## src/rtl/apb_master_bridge.sv

```systemverilog
// apb_master_bridge: valid/ready command stream to APB SETUP/ACCESS transfers, one at a time.
module apb_master_bridge #(
  parameter int ADDR_W         = 32,
  parameter int DATA_W         = 32,
  parameter int TIMEOUT_CYCLES = 16
) (
  input  logic              PCLK,
  input  logic              PRESET,
  input  logic              cmd_valid,
  output logic              cmd_ready,
  input  logic              cmd_write,
  input  logic [ADDR_W-1:0] cmd_addr,
  input  logic [DATA_W-1:0] cmd_wdata,
  output logic              rsp_valid,
  input  logic              rsp_ready,
  output logic [DATA_W-1:0] rsp_rdata,
  output logic              rsp_err,
  output logic              rsp_timeout,
  output logic              busy,
  output logic              PSELx,
  output logic              PENABLE,
  output logic              PWRITE,
  output logic [ADDR_W-1:0] PADDR,
  output logic [DATA_W-1:0] PWDATA,
  input  logic [DATA_W-1:0] PRDATA,
  input  logic              PREADY,
  input  logic              PSLVERR
);
  localparam int CW = TIMEOUT_CYCLES > 1 ? $clog2(TIMEOUT_CYCLES) : 1;
  localparam logic [CW-1:0] CNT_MAX = CW'(TIMEOUT_CYCLES > 0 ? TIMEOUT_CYCLES - 1 : 0);
  typedef enum logic [1:0] {IDLE, SETUP, ACCESS, RESP} state_e;
  state_e            state_q, state_d;
  logic              psel_q, psel_d, pen_q, pen_d, pwrite_q, pwrite_d;
  logic [ADDR_W-1:0] paddr_q, paddr_d;
  logic [DATA_W-1:0] pwdata_q, pwdata_d, rdata_q, rdata_d;
  logic              rvalid_q, rvalid_d, rerr_q, rerr_d, rto_q, rto_d;
  logic [CW-1:0]     cnt_q, cnt_d;
  logic              accept, done, expire;
  assign accept = state_q == IDLE && cmd_valid;
  assign done   = state_q == ACCESS && PREADY;
  // A ready response on the threshold cycle wins over the abort.
  assign expire = TIMEOUT_CYCLES != 0 && state_q == ACCESS && !PREADY && cnt_q == CNT_MAX;
  always_ff @(posedge PCLK) begin
    if (PRESET) begin
      state_q  <= IDLE;
      psel_q   <= 1'b0;
      pen_q    <= 1'b0;
      pwrite_q <= 1'b0;
      paddr_q  <= '0;
      pwdata_q <= '0;
      rvalid_q <= 1'b0;
      rdata_q  <= '0;
      rerr_q   <= 1'b0;
      rto_q    <= 1'b0;
      cnt_q    <= '0;
    end else begin
      state_q  <= state_d;
      psel_q   <= psel_d;
      pen_q    <= pen_d;
      pwrite_q <= pwrite_d;
      paddr_q  <= paddr_d;
      pwdata_q <= pwdata_d;
      rvalid_q <= rvalid_d;
      rdata_q  <= rdata_d;
      rerr_q   <= rerr_d;
      rto_q    <= rto_d;
      cnt_q    <= cnt_d;
    end
  end
  always_comb begin
    state_d = state_q;
    unique case (state_q)
      IDLE:    state_d = accept ? SETUP : IDLE;
      SETUP:   state_d = ACCESS;
      ACCESS:  state_d = (done || expire) ? RESP : ACCESS;
      RESP:    state_d = rsp_ready ? IDLE : RESP;
      default: state_d = IDLE;
    endcase
  end
  always_comb begin
    psel_d   = psel_q;
    pen_d    = pen_q;
    pwrite_d = accept ? cmd_write : pwrite_q;
    paddr_d  = accept ? cmd_addr : paddr_q;
    pwdata_d = accept ? cmd_wdata : pwdata_q;
    rvalid_d = rvalid_q;
    rdata_d  = rdata_q;
    rerr_d   = rerr_q;
    rto_d    = rto_q;
    cnt_d    = cnt_q;
    if (accept) begin
      psel_d = 1'b1;
      pen_d  = 1'b0;
    end
    if (state_q == SETUP) begin
      pen_d = 1'b1;
      cnt_d = '0;
    end
    if (state_q == ACCESS) cnt_d = cnt_q + 1'b1;
    if (done || expire) begin
      psel_d   = 1'b0;
      pen_d    = 1'b0;
      rvalid_d = 1'b1;
      rdata_d  = (done && !pwrite_q) ? PRDATA : '0;
      rerr_d   = done ? PSLVERR : 1'b1;
      rto_d    = expire;
    end
    if (state_q == RESP && rsp_ready) rvalid_d = 1'b0;
  end
  assign cmd_ready   = state_q == IDLE;
  assign busy        = state_q != IDLE;
  assign PSELx       = psel_q;
  assign PENABLE     = pen_q;
  assign PWRITE      = pwrite_q;
  assign PADDR       = paddr_q;
  assign PWDATA      = pwdata_q;
  assign rsp_valid   = rvalid_q;
  assign rsp_rdata   = rdata_q;
  assign rsp_err     = rerr_q;
  assign rsp_timeout = rto_q;
endmodule

```

## config.mk

```make
export PLATFORM = sky130hd
export DESIGN_NAME = apb_master_bridge
export DESIGN_NICKNAME = d
export VERILOG_FILES = /design/src/rtl/apb_master_bridge.sv
export SDC_FILE = /design/constraint.sdc
export NUM_CORES = 1
export LEC_CHECK = 0
export CAP_MARGIN = 0
export CORE_MARGIN = 4
export CORE_UTILIZATION = 35
export CTS_BUF_LIST = sky130_fd_sc_hd__clkbuf_16
export CTS_CLUSTER_SIZE = 30
export DETAILED_ROUTE_END_ITERATION = 8
export GPL_TIMING_DRIVEN = 0
export PLACE_DENSITY_LB_ADDON = 0.05
export SLEW_MARGIN = 30
export SYNTH_ARGS = -nofsm -noshare
export SYNTH_HDL_FRONTEND = slang
export SYNTH_SLANG_ARGS = --single-unit
```

## constraint.sdc

```tcl
create_clock -name PCLK -period 2.2 [get_ports PCLK]
set_clock_uncertainty 0.1 [all_clocks]
set_input_delay 0.22 -clock PCLK [delete_from_list [all_inputs] [get_ports PCLK]]
set_output_delay 0.22 -clock PCLK [all_outputs]
set_load 0.02 [all_outputs]
```

Yosys cells after proc, flatten, opt, wreduce, memory -nomap -nowiden:

Index checks and enable logic that the tools add are counted.

* bits in registers: 108
* output and inout bits: 104
* word-level logic and storage cells: 41

* $add $sub $neg: 1
* equal/unequal tests: 4
* reduce and logical (&&, ||, !) cells: 15
* multiplexer cells: 10

Operator list (count)
* 32-bit two-way mux: 1
* 4-bit two-way mux: 2
* 2-bit one-hot mux with 4 select lines: 1
* 1-bit logical AND: 6
* 2-bit nonzero test: 3
* 1-bit two-way mux: 5
* 4-bit by 1-bit adder with 4-bit output (second input constant): 1
* 2-bit == test (second input constant): 2
* 4-bit == test (second input constant): 1
* 2-bit OR reduction: 2
* 2-bit by 1-bit == test with 1-bit output (second input constant): 1
* 1-bit logical NOT: 2
* 2-bit logical NOT: 1
* 2-bit two-way mux: 1
* 1-bit logical OR: 1

Logic depth before layout (Yosys ltp):

Gate-level depths: netlist (run 1).

* word-level depth: 6
* mapped depth: 8

Least setup slack after synthesis (run 1):

No wires, ideal clock.

* path type: register to register
* start: register state_q[1]
* end: register pwdata_q[12], in the netlist PWDATA[12]
* arrival: 1.405 ns
* buffers on the path: 2
* data required time: 2.030 ns
* stages on the path, launching flop included: 8
* setup slack: 0.625 ns
* cells stage by stage: dfxtp_1 > inv_1 > ha_1 > nand2_1 > buf_2 > buf_2 > nand2_1 > a21oi_1

* word-level cells in the longest chain between the ends: 2

RTL lines
* from (decl): line 32 `state_e state_q, state_d;`
* from (signal assigned): line 57 `state_q <= state_d;`
* 2-bit logical NOT
* via cmd_ready: line 10 `output logic cmd_ready,`
* 1-bit logical AND: line 39 `assign accept = state_q == IDLE && cmd_valid;`
* to (signal assigned): line 62 `pwdata_q <= pwdata_d;`
* to (decl): line 35 `logic [DATA_W-1:0] pwdata_q, pwdata_d, rdata_q, rdata_d;`

The timed path passes the listed nets, and every way through them passes these cells.
A chain may end at the register's enable or synchronous reset.

Worst setup path after layout (run 1):

* start: register state_q[1]
* end: output port cmd_ready

* word-level cells in the longest chain between the ends: 1

RTL lines
* 2-bit logical NOT: line 110 `assign cmd_ready = state_q == IDLE;`
* to (decl): line 10

Every way passes these cells.

==> results.sh, run 1 <==
export IMPL_synth_nets=523
export IMPL_worst_ep_arrival_time_ns=1.70
export IMPL_synth_top_area_cell="dfxtp_1"
export IMPL_root_buffer="clkbuf_16"
export IMPL_register_area_um2=2162
export IMPL_grt_start_max_net_pins=17
export IMPL_path_class="reg -> out"
export IMPL_drt_pre_antenna_iters=4
export IMPL_clkTransAtPathRegs_ns=0.07
export IMPL_synthArstFlopShare=0
export IMPL_synth_ff_type="dfxtp_1"
export IMPL_powerDensity_nw_per_um2=1033
export IMPL_gp_congestion=0.7258
export IMPL_postLayoutSetupSlackWorst_ns=0.1784
export IMPL_grt_overflow_total=0
export IMPL_synth_top_area_frac=0.5714
export IMPL_cts_max_path_buffers=2
export IMPL_avgSynthCellArea_um2=9.139
export IMPL_synth_warnings=0
export IMPL_cts_tree="yes"
export IMPL_final_hold_viol_count=0
export IMPL_totalWireLength_mm=11.01
export IMPL_vdd_ir_drop_max_v=0.0007731
export IMPL_setup_tns_ns=0
export IMPL_ys_types=29
export IMPL_leakagePower_nw=2.407
export IMPL_first_global_vias=3530
export IMPL_ant_nets=0
export IMPL_cts_hold_buf=0
export IMPL_post_route_util=0.6072
export IMPL_clock_fmax_mhz=494.7
export IMPL_rows=37
export IMPL_final_net_count=740
export IMPL_worstPathRequired_ns=1.88
export IMPL_remaining_drc_errors=0
export IMPL_ios=207
export IMPL_wl_per_cell_um=14.26
export IMPL_antenna_found_initial=0
export IMPL_setup_viol=0
export IMPL_n_antenna_cell=0
export IMPL_pre_cts_ws_ns=0.3995
export IMPL_coreArea_um2=10420
export IMPL_status="complete, no violations"
export IMPL_cp_end_kind="output pin"
export IMPL_ys_ff_latch=108
export IMPL_synth_top_family_by_area="compound AO/OA/AOI/OAI gates"
export IMPL_synth_compound_area_frac=0.1845
export IMPL_clock_latency_ns=0.34
export IMPL_netlist_area_um2=3784
export IMPL_relSlewSlack=0.6931
export IMPL_grt_usage=0.1715
export IMPL_hold_ws_ns=0.3202
export IMPL_die_area_um2=12540
export IMPL_drive_gt1_frac=0.06447
export IMPL_min_period_ns=2.022
export IMPL_dieWidth_um=112.0
export IMPL_synth_edf_count=0
export IMPL_cap_viol_max_count=0
export IMPL_rsz0062_at_grt="no"
export IMPL_ctsHtreeMaxLevel=3
export IMPL_io_buffers=206
export IMPL_crit_path_max_fanout=5
export IMPL_power_mw=6.532
export IMPL_via_per_inst=4.644
export IMPL_cp_start_kind="flop"
export IMPL_post_dp_hpwl_mm=8.364
export IMPL_netlist_instances=414
export IMPL_worst_slew_pin_slew_ns=0.4604
export IMPL_synth_area_leaders="dfxtp_1, nand2_1, a21oi_1"
export IMPL_drt_iter0_drc=137
export IMPL_holdCritPathClass="in -> reg"
export IMPL_finalCritPeriodShare=0.9189
export IMPL_seq_area_frac_synth=0.5714
export IMPL_die_h_um=112.0
export IMPL_dr_total_vias=3585
export IMPL_numCtsBuffers=9
export IMPL_cts_sinks=108
export IMPL_initial_utilization=0.3632
export IMPL_n_fill_cell=933
export IMPL_synth_fa_ha_area_frac=0.01984
export IMPL_area_growth_pct=67.16
export IMPL_synth_simple_area_share=0.1687
export IMPL_multiInputGateArea_um2=1411
export IMPL_synth_xor_area_share=0
export IMPL_slew_violations=0
export IMPL_synthMuxAreaShare=0
export IMPL_grt_pass1_wl_mm=17.62
-- stage by stage --
| stage | instance area, µm² | cells |
|---|---|---|
| after detailed placement | 6016 | 756 |
| after CTS | 6322 | 772 |
| after global placement | 6016 | 756 |
| after floorplan | 3784 | 414 |
| after global routing | 6325 | 772 |
| final | 6325 | 772 |
-- routing by layer --
layer	up-vias	global-route usage	routed length (µm)
met5	-	0	0
met4	0	0.04087	101
met3	9	0.06522	924
met2	130	0.2922	5265
met1	1624	0.2051	4715
li1	1822	-	-
-- final timing paths --
| path | slack, ns | start | to | cells past startpoint |
|---|---|---|---|---|
| setup / recovery | 0.18 | state_q[1] | cmd_ready | 3 |
| hold / removal | 0.32 | cmd_wdata[22] | PWDATA[22] | 3 |
| setup reg to reg | 0.44 | state_q[1] | PWDATA[4] | 7 |
| hold reg to reg | 0.35 | PADDR[15] | PADDR[15] | 2 |
-- sequential cells by signal (all words and copies together) (netlist names) --
register	cells
PADDR	32
PENABLE	1
PSELx	1
PWDATA	32
PWRITE	1
cnt_q	4
rsp_err	1
rsp_rdata	32
rsp_timeout	1
rsp_valid	1
state_q	2
-- what timing repair did --
action | in CTS | in global routing
setup buffers | 0 | 0
setup endpoints to repair | 0 | 1
gates resized for setup | 0 | 1
-- cells in the mapped netlist, types with 2 or more instances --
library cell  instances
dfxtp_1             108
nand3_1               3
a21oi_1              70
ha_1                  6
nor2b_4               2
clkbuf_1              6
a211oi_1              2
buf_2                15
nand2_1             135
buf_4                 2
o21a_1                2
buf_1                 2
nor2_1                4
buf_6                 2
a221oi_1              2
a22o_1               32
inv_1                 6
nor2b_1               2
buf_8                 3
-- where the power goes --
| group | leakage, nW | internal (mW) | total [mW] | switching [mW] |
|---|---|---|---|---|
| sequential | 0.882 | 2.28 | 2.45 | 0.173 |
| combinational | 1.37 | 1.10 | 2.40 | 1.30 |
| clock | 0.152 | 0.982 | 1.67 | 0.691 |
-- cell usage in the layout, fill, tap and decap left out --
cell type / Yosys / final
inv_1: 6 / 6
nand2_2: 1 / 1
nor3_4: 1 / 1
clkbuf_16: 0 / 9
nand3b_1: 1 / 1
a31oi_1: 1 / 1
nand4b_1: 1 / 1
clkinv_2: 0 / 2
dlymetal6s2s_1: 0 / 1
dfxtp_1: 108 / 108
buf_4: 2 / 2
a211oi_1: 2 / 2
a221oi_1: 2 / 2
and4_2: 1 / 1
nor2_1: 4 / 4
nor2b_4: 2 / 2
nand2_1: 135 / 135
o21ai_0: 1 / 1
o21a_1: 2 / 2
clkinv_1: 0 / 3
nand3_1: 3 / 3
buf_2: 15 / 15
a21oi_1: 70 / 70
bufinv_16: 0 / 2
buf_8: 3 / 3
buf_6: 2 / 2
ha_1: 6 / 6
clkdlybuf4s50_1: 0 / 205
a22o_1: 32 / 32
nor2b_1: 2 / 2
a21oi_2: 1 / 1
clkbuf_1: 6 / 6
and2_1: 1 / 1
buf_1: 2 / 2
or3_1: 1 / 1
-- critical path: stages (launching register included) --
cell and delay, ns:
dfxtp_1 0.35, inv_1 0.11, ha_1 0.23, clkdlybuf4s50_1 0.67
-- logic make-up (layout without fill, tap and decap cells) --
kind of cell | after synthesis | count (layout)
DFF | 108 | 108
and+or+nand+nor | 153 | 153
buffers and inverters | 36 | 258
AOI/OAI and AO/OA | 111 | 111
adders and majority gates | 6 | 6
-- area by class of cell --
class                   count  area share
plain buffers              30     0.02967
flip-flops and latches    108      0.3418
clock buffers               9     0.03561
multi-input cells         270      0.2231
clock inverters             7     0.01286
well taps                 136     0.02690
repair buffers            206      0.3264
inverters                   6    0.003561
Power figures use the tool's default switching activity.
==> inputs of run 2 (changes only) <==
CORE_UTILIZATION = 39   (was 35)
==> results.sh, run 2 (synthesized netlist as in run 1, its figures left out) <==
export IMPL_cp_end_kind="output pin"
export IMPL_grt_pass1_wl_mm=17.28
export IMPL_n_antenna_cell=0
export IMPL_wl_per_cell_um=14.07
export IMPL_p_switching_mw=2.172
export IMPL_coreArea_um2=9328
export IMPL_drive_gt1_frac=0.06447
export IMPL_critPathMostFrequentCell="inv_1"
export IMPL_path_class="reg -> out"
export IMPL_gp_congestion=0.7458
export IMPL_ios=207
export IMPL_io_buffers=206
export IMPL_worstPathRequired_ns=1.88
export IMPL_vdd_ir_drop_max_v=0.0005563
export IMPL_p_int_mw=4.149
export IMPL_cap_viol_max_count=0
export IMPL_clock_latency_ns=0.33
export IMPL_final_net_count=740
export IMPL_cp_num_buf_inv=3
export IMPL_cts_hold_buf=0
export IMPL_placed_area_um2=6007
export IMPL_p_sw_frac=0.3437
export IMPL_relSlewSlack=0.7002
export IMPL_numCtsBuffers=9
export IMPL_path_depth=4
export IMPL_rows=35
export IMPL_die_h_um=106.5
export IMPL_layout_commonest_cell="clkdlybuf4s50_1"
export IMPL_use_met2=0.3176
export IMPL_hp_start="cmd_wdata[11]"
export IMPL_status="complete, no violations"
export IMPL_drt_iter0_drc=125
export IMPL_root_buffer="clkbuf_16"
export IMPL_worst_path_max_delay_cell="clkdlybuf4s50_1"
export IMPL_ctsHtreeMaxLevel=3
export IMPL_grt_start_max_net_pins=18
export IMPL_gr_usage_met1=0.2204
export IMPL_min_period_ns=2.087
export IMPL_area_growth_pct=65.91
export IMPL_final_hold_viol_count=0
export IMPL_setup_tns_ns=0
export IMPL_ctsResizeCount=0
export IMPL_post_cts_buffers=0
export IMPL_via_per_inst=4.758
export IMPL_cp_start_kind="flop"
export IMPL_layout_common_cells="clkdlybuf4s50_1, nand2_1, dfxtp_1, a21oi_1, a22o_1"
export IMPL_rsz0062_at_grt="no"
export IMPL_worst_slew_pin_slew_ns=0.4498
export IMPL_remaining_drc_errors=0
export IMPL_critPathMaxStageDelay_ns=0.60
export IMPL_die_area_um2=11340
export IMPL_path_delay_family="buffers and inverters"
export IMPL_finalCritPeriodShare=0.9488
export IMPL_met3_usage=0.07832
export IMPL_cts_sinks=108
export IMPL_powerDensity_nw_per_um2=1007
export IMPL_min_path_cells=3
export IMPL_crit_path_max_fanout=5
export IMPL_crit_chain="inv_1 > ha_1 > inv_1 > clkdlybuf4s50_1"
export IMPL_leakagePower_nw=2.379
export IMPL_ant_nets=0
export IMPL_initial_utilization=0.4056
export IMPL_dr_total_vias=3640
export IMPL_worst_ep_arrival_time_ns=1.77
export IMPL_cts_tree="yes"
export IMPL_combinationalPowerShare=0.379
export IMPL_grt_overflow_total=0
export IMPL_dieWidth_um=106.5
export IMPL_clock_fmax_mhz=479.1
export IMPL_grt_usage=0.1890
export IMPL_power_mw=6.321
export IMPL_holdCritPathClass="in -> reg"
export IMPL_postLayoutSetupSlackWorst_ns=0.1127
export IMPL_drt_pre_antenna_iters=4
export IMPL_r2r_start="state_q[1]"
export IMPL_pre_cts_ws_ns=0.3906
export IMPL_fin_area_um2=6277
export IMPL_setup_viol=0
export IMPL_cts_max_path_buffers=2
export IMPL_first_global_vias=3514
export IMPL_grt_busiest_layer="met2"
export IMPL_ff2ff_path_depth=7
export IMPL_antenna_found_initial=0
export IMPL_seqPwrFrac=0.389
export IMPL_post_dp_hpwl_mm=8.178
export IMPL_clkTransAtPathRegs_ns=0.07
export IMPL_pwr_share_clk=0.231
export IMPL_totalWireLength_mm=10.77
export IMPL_slew_violations=0
export IMPL_startpoint="state_q[1]"
-- run 2: cell types whose count changed in the layout (fill, tap and decap cells not counted), sizes merged --
cell,change
bufinv,-2
clkdlybuf4s50,+1
clkinv,-2
clkinvlp,+1
dlymetal6s2s,-1
inv,+3
-- run 2: worst register-to-register path: stages (launching register included) --
cell and delay (ns):
dfxtp_1 0.40, inv_1 0.11, ha_1 0.26, nand2_1 0.15, buf_2 0.24, buf_2 0.25
nand2_1 0.08, a21oi_1 0.14
-- run 2: cell type report --
class	instances	area, µm²
buffer	30	187.7
clock buffer	9	225.2
clock inverter	7	45.04
fill	796	3050
inverter	6	22.52
multi-input combinational	270	1411
sequential	108	2162
tap	129	161.4
timing repair buffer	206	2062
-- run 2: through the flow --
step	util	hold slack, ns	std cells
6_report	0.6730	0.3208	765
3_3_place_gp	0.6440	0.3408	749
3_5_place_dp	0.6440	0.3469	749
2_1_floorplan	-	0.2350	414
4_1_cts	0.6730	0.3131	765
5_1_grt	0.6730	0.3017	765
-- run 2: path summary, 6_finish.rpt --
check / slack (ns) / endpoint
max: 0.11 / busy
min: 0.32 / PWDATA[11]
max reg2reg: 0.41 / PWDATA[16]
min reg2reg: 0.35 / PWDATA[18]
-- run 2: power by group through the flow --
stage | sequential [mW] | combinational (mW) | clock [mW]
floorplan | 2.86 | 0.951 | 0
global placement | 2.48 | 2.40 | 0
detailed placement | 2.50 | 2.43 | 0
CTS | 2.46 | 2.44 | 1.50
global route | 2.51 | 2.61 | 1.61
finish | 2.46 | 2.40 | 1.46
-- run 2: metal layers --
layer	vias to the layer above	wire length, µm
met3	14	1019
met2	136	5059
met4	0	166
met1	1674	4521
met5	-	0
li1	1816	-
==> inputs of run 3 (changes only) <==
SLEW_MARGIN = unset   (was 30)
==> results of run 3 <==
Final layout, timing and power as in run 2 (identical DEF).
